**src/rtl/fifo_sync_param.sv**
```systemverilog
// Single-clock parametrised FIFO with occupancy count, threshold flags, sticky errors and synchronous flush.
// Define FIFO_FWFT_EN for first-word-fall-through reads; otherwise reads are registered with one-cycle latency.
module fifo_sync_param #(
    parameter int DATA_W   = 8,
    parameter int DEPTH    = 16,
    parameter int AF_LEVEL = 14,
    parameter int AE_LEVEL = 2
) (
    input  logic                     clk,
    input  logic                     reset,
    input  logic                     clear,
    input  logic                     push,
    input  logic [DATA_W-1:0]        data_in,
    output logic                     full,
    output logic                     almost_full,
    input  logic                     pop,
    output logic [DATA_W-1:0]        data_out,
    output logic                     empty,
    output logic                     almost_empty,
    output logic [$clog2(DEPTH):0]   count,
    output logic                     overflow,
    output logic                     underflow
);
    localparam int ADDR_W = $clog2(DEPTH);
    localparam int CNT_W  = ADDR_W + 1;
    localparam logic [CNT_W-1:0] DEPTH_CNT = CNT_W'(DEPTH);
    localparam logic [CNT_W-1:0] AF_CNT    = CNT_W'(AF_LEVEL);
    localparam logic [CNT_W-1:0] AE_CNT    = CNT_W'(AE_LEVEL);

    logic [DATA_W-1:0] mem [DEPTH];

    logic [ADDR_W-1:0] wr_ptr_q, wr_ptr_d;
    logic [ADDR_W-1:0] rd_ptr_q, rd_ptr_d;
    logic [CNT_W-1:0]  count_q, count_d;
    logic              overflow_q, overflow_d;
    logic              underflow_q, underflow_d;
    logic              wr_en, rd_en;

    // Flags decode the count register directly so they track it in the same cycle.
    assign full         = (count_q == DEPTH_CNT);
    assign empty        = (count_q == '0);
    assign almost_full  = (count_q >= AF_CNT);
    assign almost_empty = (count_q <= AE_CNT);
    assign count        = count_q;
    assign overflow     = overflow_q;
    assign underflow    = underflow_q;

    // A flush blocks both sides so nothing lands in or leaves storage that cycle.
    assign wr_en = push & ~full  & ~clear;
    assign rd_en = pop  & ~empty & ~clear;

    always_comb begin
        wr_ptr_d    = wr_ptr_q;
        rd_ptr_d    = rd_ptr_q;
        count_d     = count_q;
        overflow_d  = overflow_q | (push & full);
        underflow_d = underflow_q | (pop & empty);
        if (wr_en) begin
            wr_ptr_d = wr_ptr_q + ADDR_W'(1);
        end
        if (rd_en) begin
            rd_ptr_d = rd_ptr_q + ADDR_W'(1);
        end
        if (wr_en && !rd_en) begin
            count_d = count_q + CNT_W'(1);
        end else if (rd_en && !wr_en) begin
            count_d = count_q - CNT_W'(1);
        end
        if (clear) begin
            wr_ptr_d    = '0;
            rd_ptr_d    = '0;
            count_d     = '0;
            overflow_d  = 1'b0;
            underflow_d = 1'b0;
        end
    end

    always_ff @(posedge clk or negedge reset) begin
        if (!reset) begin
            wr_ptr_q    <= '0;
            rd_ptr_q    <= '0;
            count_q     <= '0;
            overflow_q  <= 1'b0;
            underflow_q <= 1'b0;
        end else begin
            wr_ptr_q    <= wr_ptr_d;
            rd_ptr_q    <= rd_ptr_d;
            count_q     <= count_d;
            overflow_q  <= overflow_d;
            underflow_q <= underflow_d;
        end
    end

    always_ff @(posedge clk) begin
        if (wr_en) begin
            mem[wr_ptr_q] <= data_in;
        end
    end

`ifdef FIFO_FWFT_EN
    // Head word is presented as soon as it exists; pop only advances the pointer.
    assign data_out = empty ? '0 : mem[rd_ptr_q];
`else
    logic [DATA_W-1:0] data_out_q;

    always_ff @(posedge clk or negedge reset) begin
        if (!reset) begin
            data_out_q <= '0;
        end else if (clear) begin
            data_out_q <= '0;
        end else if (rd_en) begin
            data_out_q <= mem[rd_ptr_q];
        end
    end

    assign data_out = data_out_q;
`endif

endmodule

```
**config.mk**
```make
export PLATFORM = sky130hd
export DESIGN_NAME = fifo_sync_param
export DESIGN_NICKNAME = d
export VERILOG_FILES = /design/src/rtl/fifo_sync_param.sv
export SDC_FILE = /design/constraint.sdc
export NUM_CORES = 1
export LEC_CHECK = 0
export CORE_MARGIN = 5
export CORE_UTILIZATION = 57
export CTS_CLUSTER_DIAMETER = 30
export DETAILED_ROUTE_END_ITERATION = 7
export GPL_ROUTABILITY_DRIVEN = 0
export PLACE_DENSITY = 0.76
export SYNTH_ARGS = -nofsm -noshare
export SYNTH_HDL_FRONTEND = slang
export SYNTH_SLANG_ARGS = --single-unit
```
**constraint.sdc**
```tcl
create_clock -name clk -period 3.1 [get_ports clk]
set_input_delay 0.62 -clock clk [delete_from_list [all_inputs] [get_ports clk]]
set_output_delay 0.62 -clock clk [all_outputs]
set_load 0.1 [all_outputs]
```
Word level (Yosys, flattened, before mapping)
Memory sizes are Yosys's and may differ from the RTL's.
Index checks and enable logic that the tools add are counted.
{"block": "totals", "ff_bits": 23, "latchBits": 0, "ramBits": 128, "rom_bits": 0, "inputBits": 13, "out_inout_bits": 19, "mem_count": 1}
{"memory": "mem", "depth": 16, "width": 8, "read_ports": 1, "rd_ports_with_merged_regs": 0, "write_ports": 1, "line_no": "30", "source": "logic [DATA_W-1:0] mem [DEPTH];"}
{"block": "classes", "add_sub_neg": 4, "multipliers": 0, "n_div": 0, "order_cmp": 2, "n_eq_ne": 1, "shifts": 0, "n_mux": 13, "bitwise": 11, "reduce_logical": 8}
{"operator": "$mux W4", "count": 4}
{"operator": "$mux W8", "count": 2}
{"operator": "$mux W5", "count": 3}
{"operator": "$add A4 B1 Y4 const B", "count": 2}
{"operator": "$and A1 B1 Y1", "count": 6}
{"operator": "$add A5 B1 Y5 const B", "count": 1}
{"operator": "$eq A5 B5 Y1 const B", "count": 1}
{"operator": "$ge A5 B4 Y1 const B", "count": 1}
{"operator": "$le A5 B2 Y1 const B", "count": 1}
{"operator": "$logic_not A5 Y1", "count": 1}
{"operator": "$sub A5 B1 Y5 const B", "count": 1}
{"operator": "$mux W1", "count": 4}
{"operator": "$reduce_bool A2 Y1", "count": 2}
{"operator": "$not A1 Y1", "count": 3}
{"operator": "$reduce_bool A3 Y1", "count": 1}
{"operator": "$logic_and A1 B1 Y1", "count": 2}
{"operator": "$logic_not A1 Y1", "count": 2}
{"operator": "$or A1 B1 Y1", "count": 2}

Depth between registers and ports, before layout
{"block": "logic_depth", "depth_word": 9, "ltp_mapped": 11, "mapped_depth_nobuf": 9}

Least setup slack after synthesis
Ideal clock, no wire load.
{"block": "synth_path", "path_type": "register to output", "from": "register count_q[2], in the netlist count[2]", "to": "output empty", "t_arrival_ps": 3426, "required_time_ps": 2480, "slack_ps": -946, "stages_incl_launch_ff": 3, "n_path_buf": 0, "cell_sequence": "dfrtp_1 or3_4 nor3_1"}
{"block": "synth_between", "elab_chain_len": 1}
{"element": "start, declared", "line_no": "34", "source": "logic [CNT_W-1:0] count_q, count_d;"}
{"element": "start signal, assigned", "line_no": "88", "source": "count_q <= count_d;"}
{"element": "$logic_not A5 Y1", "line_no": "41", "source": "assign empty = (count_q == '0);"}
{"element": "end, declared", "line_no": "18", "source": "output logic empty,"}
Every way passes these cells.

Final worst setup path
{"block": "layout_path", "from": "register count_q[3], in the netlist count[3]", "to": "register count_q[4], in the netlist count[4]"}
{"block": "layout_between", "elab_chain_len": 8, "elab_cells_between_ends": 18}
{"element": "parallel branches: the longest is 8 deep, another holds $sub A5 B1 Y5"}
Several ways; the timed one is not identified. The select of a mux whose other input is x is not followed.
A chain may end at the register's enable or synchronous reset.

==> qor.txt <==
Die Wd -> 114 um
Vias in the first global route -> 3,353
GR Util met2 -> 0.326
Post-CTS Resized -> 0
IO Pins -> 32
Worst Setup End Kind -> flip-flop
WL per Instance -> 21.0 um
Mean Syn Cell Area -> 18.5 sq um
Core footprint -> 10,700 sq um
Total Routing Usage GR -> 0.201
TritonCTS clock tree -> yes
Final hold slack -> 0.515 ns
Vias per inst -> 5.85
Storage cell area -> 4430 sq um
Largest net degree at the start of global routing -> 36
YS warnings -> 0
Non-Filler Instances -> 541
Final Max Tran Viols -> 0
Crit path kind -> flip-flop to flip-flop
Synth cell types -> 34
Hold Path Class -> flip-flop to flip-flop
Buffers on Ports -> 31
H-tree Lvls -> 4
FP Rows -> 38
Die Area -> 13,000 sq um
RSZ-0062 raised after global routing -> false
Hold Fails Final Rpt -> 0
Antenna viol nets, final -> 0
Crit-path cells -> or3_4, o31ai_4, nand3b_1, fa_1, a21o_1, a21o_1, and3_1, o21ai_0, nor3b_1
Worst VDD drop -> 0.975 mV
Worst slew pin tran -> 0.946 ns
Min cycle time layout -> 2.77 ns
CP max stage delay -> 0.50 ns
Syn Std Cell Area -> 6150 sq um
Setup TNS -> 0 ns
CP most frequent cell -> a21o_1
# DRC -> 0
CTS Root Buffer Type -> clkbuf_8
Iter 0 DRT Violations -> 338
Share of flip-flops with an asynchronous set or reset -> 0.152
GR Layer Usage met3 -> 0.0637
Top post-synthesis cells by area -> edfxtp_1 (63%), mux4_2 (12%), dfrtp_1 (9.4%), mux2i_1 (2.9%), nor2_1 (2.0%)
Critical Path Source Type -> flip-flop
Top post-synthesis cells by count -> edfxtp_1 (128), nor2_1 (33), mux4_2 (32), dfrtp_1 (23), mux2i_1 (18)
EDFF count, synth -> 128
Area of the multi-input gates -> 1650 sq um
Required @ worst endpoint -> 3.53 ns
Detail Placement HPWL -> 7250 um
Diodes inserted -> 0
Dominant cell type by area after synthesis -> edfxtp_1
Post-Synthesis Cells -> 332
Filler cells -> 696
Sink Count -> 151
Clock Pin Slew Worst Setup and Hold Paths -> 0.06 ns
Critical-path maximum fanout -> 6
Total setup buffers inserted after CTS -> 0
Period utilization -> 0.894
Area fraction of the dominant cell type after synthesis -> 0.625
Routed WL -> 11,400 um
Final net count -> 411
Final setup viols -> 0
Die H -> 114 um
Static leakage power -> 2.50 nW
Share of cells above drive strength 1 -> 0.294
Dominant synthesized flop cell -> edfxtp_1
Worst path arrival time -> 3.20 ns
Layer with the highest usage -> met2
Initial antenna violation count -> 0
CTS max path bufs -> 2
Gr ovfl total -> 0
Count leader, synth -> edfxtp_1
F_max -> 361 MHz
Synth Register Bits -> 151
Met1 usage -> 0.257
Status -> finished clean
First-pass GRT wire length -> 18,700 um
Max-cap viol count -> 0
Post-CTS Hold Buffers -> 0
Via count -> 3,164
CTS Buf Count -> 17
Power per cell area -> 856 nW/um^2
1st-pass router iterations -> 4
Sequential share of the synthesized area -> 0.719
Placed insts -> 509
Area Growth Syn to Fin -> 18.1%
Synth Net Count -> 355
Clk Latency, worst-skew pair -> 0.52 ns
Clock Skew -> 0.00832 ns
Initial core utilization -> 0.575
Relative max-transition margin -> 0.367
Worst path slowest cell -> dfrtp_4
==> routing by layer <==
layer / up-vias / share of wire
met3: 15 / 0.074
met2: 112 / 0.53
li1: 1439 / -
met5: - / 0
met1: 1598 / 0.38
met4: 0 / 0.016
==> through the flow <==
stage,total power [mW],setup slack (ns),util,cell area (sq um)
2_1_floorplan,3.97,0.00631,-,6170
3_3_place_gp,4.38,0.209,0.628,6720
3_5_place_dp,4.42,0.157,0.628,6720
4_1_cts,6.28,0.323,0.679,7260
5_1_grt,6.52,0.0521,0.679,7260
6_report,6.21,0.330,0.679,7260
==> final timing paths <==
kind / start / end / slack, ns / cells after the start
worst min register to register: overflow / overflow / 0.51 / 2
min in group asynchronous: reset / overflow / 0.62 / 1
worst min-delay path: overflow / overflow / 0.51 / 2
worst max register to register: count[3] / count[4] / 0.33 / 9
max in group asynchronous: reset / count[2] / 1.80 / 1
worst max-delay path: count[3] / count[4] / 0.33 / 9
==> registers in the layout (all words and copies together), names as in the netlist <==
| signal | count |
|---|---|
| overflow | 1 |
| rd_ptr_q | 4 |
| wr_ptr_q | 4 |
| data_out | 8 |
| underflow | 1 |
| mem | 128 |
| count | 5 |
==> power breakdown <==
part	switching, mW	internal [mW]	total (mW)
Clock	0.737	1.12	1.86
Sequential	0.170	2.33	2.50
Combinational	1.25	0.607	1.86
==> kinds of logic after synthesis <==
family,count (synthesis),share of synthesized area
muxes,50,0.147
xor gates and xnor gates,8,0.0126
adders and majority gates,10,0.0216
AOI/OAI and AO/OA,24,0.0307
and+or+nand+nor,69,0.0556
buffers and inverters,20,0.0140
DFF,151,0.719
==> final cells by class <==
class | instances | area share
sequential | 151 | 0.611
clock buffer | 23 | 0.0643
clock inverter | 9 | 0.0105
multi-input combinational | 161 | 0.227
tap | 140 | 0.0241
inverter | 3 | 0.00155
timing repair buffer | 54 | 0.0617
==> placed cells by master (no fill, tap or decap), drive strengths merged <==
cell type | synthesis | final
and2 | 1 | 1
mux4 | 32 | 32
nand2 | 10 | 10
a31oi | 1 | 1
nor3b | 1 | 1
a31o | 1 | 1
clkbuf | 7 | 23
fa | 1 | 1
inv | 3 | 3
o31ai | 1 | 1
dfrtp | 23 | 23
nor3 | 4 | 4
o21ai | 2 | 2
xor2 | 4 | 4
clkinv | 0 | 7
xnor2 | 4 | 4
o221ai | 8 | 8
clkinvlp | 0 | 1
buf | 10 | 42
a211oi | 1 | 1
ha | 9 | 9
a21oi | 7 | 7
bufinv | 0 | 1
mux2i | 18 | 18
nand3b | 11 | 11
edfxtp | 128 | 128
or3 | 4 | 4
and3 | 2 | 2
clkdlybuf4s50 | 0 | 12
nand3 | 2 | 2
o31a | 1 | 1
a21o | 2 | 2
nor2 | 33 | 33
nand4 | 1 | 1
==> critical path, delay by kind of cell (launching register included) <==
family	cells	cell delay, ns
flip-flops	1	0.50
AO/OA/AOI/OAI	4	0.68
AND/OR/NAND/NOR	4	1.03
adder cells (fa/ha/maj)	1	0.46
(Power assumes the default switching activity.)
